--- src/rtl/grf_dump_if.sv ---
// Handshake bundle between the register-file dump walker and its requester/consumer.
// The slave side is the walker. The master side is the requester, register file and sink.
interface grf_dump_if #(
  parameter int AW = 5
);
  logic          start;
  logic          busy;
  logic [AW-1:0] rd_addr;
  logic [31:0]   rd_data;
  logic          out_valid;
  logic          out_ready;
  logic [AW-1:0] out_addr;
  logic [31:0]   out_data;
  logic          done;

  modport slave (
    input  start, rd_data, out_ready,
    output busy, rd_addr, out_valid, out_addr, out_data, done
  );

  modport master (
    output start, rd_data, out_ready,
    input  busy, rd_addr, out_valid, out_addr, out_data, done
  );
endinterface

--- src/rtl/grf_dump.sv ---
// Walks registers 0..NREG-1 through a combinational read port.
// Each value is emitted as a valid/ready entry, then done pulses once.
//
// state | meaning
// IDLE  | waiting for start
// LOAD  | capture rd_data for idx into the output entry
// SEND  | entry valid, waiting for out_ready
// DONE  | one-cycle done pulse, then back to IDLE
module grf_dump #(
  parameter int NREG = 32,
  parameter int AW   = 5
) (
  input  logic        clk,
  input  logic        rst_n,
  grf_dump_if.slave   bus
);

  typedef enum logic [1:0] {IDLE, LOAD, SEND, DONE} state_t;

  localparam logic [AW-1:0] LAST_IDX = AW'(NREG - 1);

  state_t        state_q;
  logic [AW-1:0] idx_q;
  logic          out_valid_q;
  logic [AW-1:0] out_addr_q;
  logic [31:0]   out_data_q;
  logic          done_q;
  logic [31:0]   out_data_d;

  // Register 0 is architecturally zero, whatever the register file returns.
  assign out_data_d = (idx_q == '0) ? 32'h0 : bus.rd_data;

  always_ff @(posedge clk or negedge rst_n) begin
    if (!rst_n) begin
      state_q     <= IDLE;
      idx_q       <= '0;
      out_valid_q <= 1'b0;
      out_addr_q  <= '0;
      out_data_q  <= 32'h0;
      done_q      <= 1'b0;
    end else begin
      case (state_q)
        IDLE: begin
          if (bus.start) begin
            idx_q   <= '0;
            state_q <= LOAD;
          end
        end
        LOAD: begin
          out_data_q  <= out_data_d;
          out_addr_q  <= idx_q;
          out_valid_q <= 1'b1;
          state_q     <= SEND;
        end
        SEND: begin
          if (out_valid_q && bus.out_ready) begin
            out_valid_q <= 1'b0;
            if (idx_q == LAST_IDX) begin
              done_q  <= 1'b1;
              state_q <= DONE;
            end else begin
              idx_q   <= idx_q + 1'b1;
              state_q <= LOAD;
            end
          end
        end
        DONE: begin
          done_q  <= 1'b0;
          idx_q   <= '0;
          state_q <= IDLE;
        end
        default: state_q <= IDLE;
      endcase
    end
  end

  assign bus.busy      = (state_q != IDLE);
  assign bus.rd_addr   = idx_q;
  assign bus.out_valid = out_valid_q;
  assign bus.out_addr  = out_addr_q;
  assign bus.out_data  = out_data_q;
  assign bus.done      = done_q;

endmodule
--- src/flat_wrapper.sv ---
// flat-port wrapper written by rule: the top's interface ports become plain ports
module grf_dump_flat 
#(
  parameter int NREG = 32,
  parameter int AW   = 5
)
  (clk, rst_n, bus_start, bus_rd_data, bus_out_ready, bus_busy, bus_rd_addr, bus_out_valid, bus_out_addr, bus_out_data, bus_done);
  grf_dump_if #(.AW(AW)) bus_i ();
  input  logic clk;
  input  logic rst_n;
  input wire logic [$bits(bus_i.start)-1:0] bus_start;
  input wire logic [$bits(bus_i.rd_data)-1:0] bus_rd_data;
  input wire logic [$bits(bus_i.out_ready)-1:0] bus_out_ready;
  output wire logic [$bits(bus_i.busy)-1:0] bus_busy;
  output wire logic [$bits(bus_i.rd_addr)-1:0] bus_rd_addr;
  output wire logic [$bits(bus_i.out_valid)-1:0] bus_out_valid;
  output wire logic [$bits(bus_i.out_addr)-1:0] bus_out_addr;
  output wire logic [$bits(bus_i.out_data)-1:0] bus_out_data;
  output wire logic [$bits(bus_i.done)-1:0] bus_done;
  assign bus_i.start = bus_start;
  assign bus_i.rd_data = bus_rd_data;
  assign bus_i.out_ready = bus_out_ready;
  assign bus_busy = bus_i.busy;
  assign bus_rd_addr = bus_i.rd_addr;
  assign bus_out_valid = bus_i.out_valid;
  assign bus_out_addr = bus_i.out_addr;
  assign bus_out_data = bus_i.out_data;
  assign bus_done = bus_i.done;
  grf_dump #(.NREG(NREG), .AW(AW)) u_core (.clk(clk), .rst_n(rst_n), .bus(bus_i));
endmodule
--- config.mk ---
export PLATFORM = sky130hd
export DESIGN_NAME = grf_dump_flat
export DESIGN_NICKNAME = d
export VERILOG_FILES = /design/src/rtl/grf_dump_if.sv /design/src/rtl/grf_dump.sv /design/src/flat_wrapper.sv
export SDC_FILE = /design/constraint.sdc
export NUM_CORES = 1
export LEC_CHECK = 0
export ABC_AREA = 1
export ABC_CLOCK_PERIOD_IN_PS = 2400
export CAP_MARGIN = 20
export CORE_UTILIZATION = 40
export CTS_BUF_LIST = sky130_fd_sc_hd__clkbuf_8
export DETAILED_ROUTE_END_ITERATION = 10
export GPL_TIMING_DRIVEN = 0
export HOLD_SLACK_MARGIN = 0.06
export PLACE_DENSITY = 0.73
export SLEW_MARGIN = 40
export SYNTH_ARGS = -nofsm -noshare
export SYNTH_HDL_FRONTEND = slang
export SYNTH_SLANG_ARGS = --single-unit
--- constraint.sdc ---
create_clock -name clk -period 2.4 [get_ports clk]
set_clock_uncertainty 0.15 [all_clocks]
set_input_delay 0.36 -clock clk [delete_from_list [all_inputs] [get_ports clk]]
set_output_delay 0.36 -clock clk [all_outputs]
set_load 0.01 [all_outputs]
# == After elaboration in Yosys (flattened, before gate mapping) ==
# Cells that the tools add are included.
# word_totals
ff_bits,46
elab_cells,40
# op_classes
addsub,1
n_eq_ne,8
mux,14
n_reduce_logical,11
# op_table
cell,n
32-bit two-way mux,1
5-bit two-way mux,3
5-bit case mux with 3 select lines,1
2-bit case mux with 4 select lines,1
2-bit two-way mux,3
2-bit nonzero test,3
"5-bit by 1-bit adder with 5-bit output, second input constant",1
"5-bit == test, second input constant",1
5-bit zero test,1
"2-bit == test, second input constant",2
"2-bit by 1-bit inequality test with 1-bit output, second input constant",2
"2-bit inequality test, second input constant",2
1-bit case mux with 2 select lines,2
2-bit AND reduction,2
4-bit AND reduction,1
1-bit two-way mux,3
3-bit AND reduction,1
3-bit nonzero test,1
"2-bit by 1-bit == test with 1-bit output, second input constant",1
2-bit zero test,1
1-bit logical AND,1

# == Longest topological paths before layout ==
# depth
ltp_word,4
ltp_mapped,9
mapped_depth_nobuf,9

# == Least setup slack after synthesis ==
# OpenSTA, ideal clock, no wires.
# synth_timing
kind,register to register
startpoint,"reg u_core.idx_q[0], in the netlist u_core.bus.rd_addr[0]"
endpoint,"reg u_core.idx_q[3], in the netlist u_core.bus.rd_addr[3]"
setup_time_ps,120
t_arrival_ps,1419
required_ps,2130
setup_slack_ps,710
stages_incl_launch_ff,9
path_buffers,0
period_less_slack_ps,1690
cell_sequence,dfrtp_1 -> ha_1 -> nand2_1 -> nor2_1 -> ha_1 -> nand3_1 -> nand2_4 -> o21ai_0 -> nand2_1
# synth_between
elab_chain_len,4
# synth_lines
element,line,source
from (decl),grf_dump.sv:23,logic [AW-1:0] idx_q;
from (signal assigned),grf_dump.sv:62,idx_q <= idx_q + 1'b1;
5-bit by 1-bit adder with 5-bit output,grf_dump.sv:62,
5-bit two-way mux,grf_dump.sv:58,if (idx_q == LAST_IDX) begin
5-bit two-way mux,grf_dump.sv:56,if (out_valid_q && bus.out_ready) begin
5-bit case mux with 3 select lines,grf_dump.sv:42,case (state_q)
# Parallel ways exist; a longest one is shown, timed or not. The select of a mux whose other input is x is not followed.
# A chain may end at the register's enable or synchronous reset.

# == Final worst setup path ==
# layout_timing
startpoint,reg u_core.state_q[1]
endpoint,out bus_busy
# layout_between
elab_chain_len,1
# layout_lines
element,line,source
from (decl),grf_dump.sv:22,state_t state_q;
from (signal assigned),grf_dump.sv:35,state_q <= IDLE;
from (signal assigned),grf_dump.sv:46,state_q <= LOAD;
from (signal assigned),grf_dump.sv:53,state_q <= SEND;
2-bit nonzero test,grf_dump.sv:77,assign bus.busy = (state_q != IDLE);
to (decl),flat_wrapper.sv:14,output wire logic [$bits(bus_i.busy)-1:0] bus_busy;
# No other way between the ends.

==> reports/qor.yml <==
io_buffers: 80
hpwl_microns: 3296
p_int_mw: 1.689
power.switching_mw: 1.035
clockRootBuffer: "clkbuf_8"
diodes: 0
critical_path_depth: 3
cts_resized: 0
place.gp.congestion: 0.8233
dr.pass1.iters: 4
path_cells: "inv_2, nand2_1, clkdlybuf4s50_1"
viasPerCell: 4.660
pwr-share-clk_pct: 17.6
sw_frac_of_total_pct: 37.98
synth_edf_count: 0
fmax_mhz: 518.1
tritoncts: "done"
cts.clk_slew.worst_paths_ns: 0.09
worstSetupPathType: "flip-flop to output pin"
pin_count: 81
path_max_fanout: 5
p_per_area_nw_per_um2: 911.0
synth.most_common_cell: "nand2_1"
finalCriticalPeriod_ns: 1.930
grt_use_total_pct: 18.66
yosys_warnings: 0
hold_viol_final: 0
cp.required_ns: 1.89
cts_num_sinks: 46
placeableCoreArea_sq_um: 4755
start_util_pct: 41.79
grt_pass1_vias: 1720
fin_util_pct: 62.89
outcome: "finished, final reports clean"
pre_cts_slack_ns: 0.5943
cts_buffers: 5
drive_gt1_share_pct: 8.654
dieArea_sq_um: 5253
cap_violations: 0
p_leak_nw: 1.473
setup_viol: 0
drtAntennaViolNets: 0
seq_power_share_pct: 37.9
postSynthAreaPerCell_sq_um: 8.950
ys_top_cells_by_count: "nand2_1, dfrtp_1, nand3_1"
worst_slew_pin_slew_ns: 0.2302
insertion_delay_ns: 0.29
grt_first_pass_wirelength_microns: 7659
ys_types: 17
comb_power_share_pct: 44.5
drc: 0
placed_area_sq_um: 2889
wirelength_microns: 4569
rsz0062_at_grt: "no"
ys_ff_latch: 46
post_cts_buffers: 0
yosysTopAreaCell: "dfrtp_1"
synth_cells: 222
crit_buf_inv: 2
drt_iter0_drc: 66
seq_area_frac_synth_pct: 57.93
die_width_microns: 72.48
finalNetCount: 350
clockBufferDepth: 2
arrival_ns: 1.42
relSlewSlack_pct: 84.61
synthFlopType: "dfrtp_1"
slowest_stage: "clkdlybuf4s50_1"
tns_ns: 0
num_vias: 1766
async_reset_ff_share_pct: 100.0
r2r_setup_slack_ns: 0.58
slew_violations: 0
r2r_cells: 8
syn_nets: 261
syn2layout_area_growth_pct: 50.50
synth_top_cells_by_area: "dfrtp_1, nand2_1, nand3_1"
std_cell_rows: 25
syn_area_sq_um: 1987
htreeDepth: 2
yosysTopAreaCellShare_pct: 57.93
die_h_microns: 72.48
postLayoutCellArea_sq_um: 2990
critPathTopFamily: "buffers and inverters"
ir_drop_mv: 0.5826
crit_path_start_kind: "flip-flop"
grt_overflow_total: 0
finalWorstSetupSlack_ns: 0.4698
min_path_type: "primary input to asynchronous set/reset pin"
end_kind: "output pin"
wl_per_cell_microns: 12.06
timing.final.crit_share_pct: 80.43
grt_max_degree: 43
antenna_found_initial: 0
critPathMaxStageDelay_ns: 0.52
## sequential cells by signal, indices dropped and copies added, names as in the netlist
register,count
u_core.bus.out_data,32
u_core.bus.out_addr,5
u_core.bus.rd_addr,5
u_core.state_q,2
u_core.bus.done,1
u_core.bus.out_valid,1
## final cells by class
type	count	area (sq um)
clock inverter	2	8.758
timing repair buffer	82	828.3
tap	67	83.83
inverter	10	37.54
sequential	46	1151
clock buffer	6	82.58
buffer	10	68.82
multi-input combinational	156	729.5
fill	439	1764
## worst reg2reg max path, cell delays in order (launching register included)
cell and delay (ns):
dfrtp_1 0.46, ha_1 0.24, nand2_1 0.08, nor2_1 0.04
ha_1 0.22, nand3_1 0.16, nand2_4 0.11, o21ai_0 0.18
nand2_1 0.07
## cell families (layout without fill, tap and decap cells)
family          after synthesis  in the layout  synth area share, %
fa+ha+maj                     3              3                1.889
compound gates               11             11                2.897
buf+inv                      20            110                5.353
flops                        46             46                57.93
simple gates                142            142                31.93
## metrics by stage
stage / instances / total power [mW] / hold WS (ns)
finish: 379 / 2.724 / 0.2557
global route: 379 / 2.931 / 0.2635
CTS: 379 / 2.765 / 0.2497
detailed placement: 370 / 2.276 / 0.02168
global placement: 369 / 2.260 / 0.3111
floorplan: 222 / 1.742 / -0.08559
## metal layers
layer	routed length [microns]	global-route usage, %	vias to the layer above
met2	2224	30.94	54
met3	263	3.750	5
met1	2040	24.28	820
li1	-	-	887
met4	41	6.754	0
met5	0	0	-
## timing repair
action,in CTS,in global routing
setup endpoints to repair,0,0
hold buffers,1,0
hold endpoints to repair,46,0
## path summary, 6_finish.rpt
check	start	endpoint
worst max-delay path	u_core.state_q[1]$_DFFE_PN0P_	bus_busy
max in group asynchronous	rst_n	u_core.bus.out_data[5]$_DFFE_PN0P_
worst min-delay path	rst_n	u_core.bus.out_data[11]$_DFFE_PN0P_
worst max register to register	u_core.bus.rd_addr[0]$_DFFE_PN0P_	u_core.bus.rd_addr[3]$_DFFE_PN0P_
min in group clk	u_core.bus.out_data[6]$_DFFE_PN0P_	u_core.bus.out_data[6]$_DFFE_PN0P_
worst min register to register	u_core.bus.out_data[6]$_DFFE_PN0P_	u_core.bus.out_data[6]$_DFFE_PN0P_
## cells in the final DEF (no fill, tap or decap), drive strengths merged
cell	netlist	layout
nand3	36	36
dfrtp	46	46
o21ai	10	10
nor2	11	11
nor3b	1	1
nand2	91	91
clkbuf	0	6
nand3b	1	1
clkdlybuf4s50	0	79
ha	3	3
nand4	2	2
inv	10	11
clkinv	0	1
dlygate4sd3	0	1
buf	10	12
o211ai	1	1
## power groups by stage
stage / logic [mW] / registers [mW] / clock network [mW]
floorplan: 0.648 / 1.09 / 0
global placement: 1.22 / 1.04 / 0
detailed placement: 1.23 / 1.05 / 0
CTS: 1.23 / 1.03 / 0.500
global route: 1.35 / 1.06 / 0.523
finish: 1.21 / 1.03 / 0.479
Power figures use the tool's default switching activity.
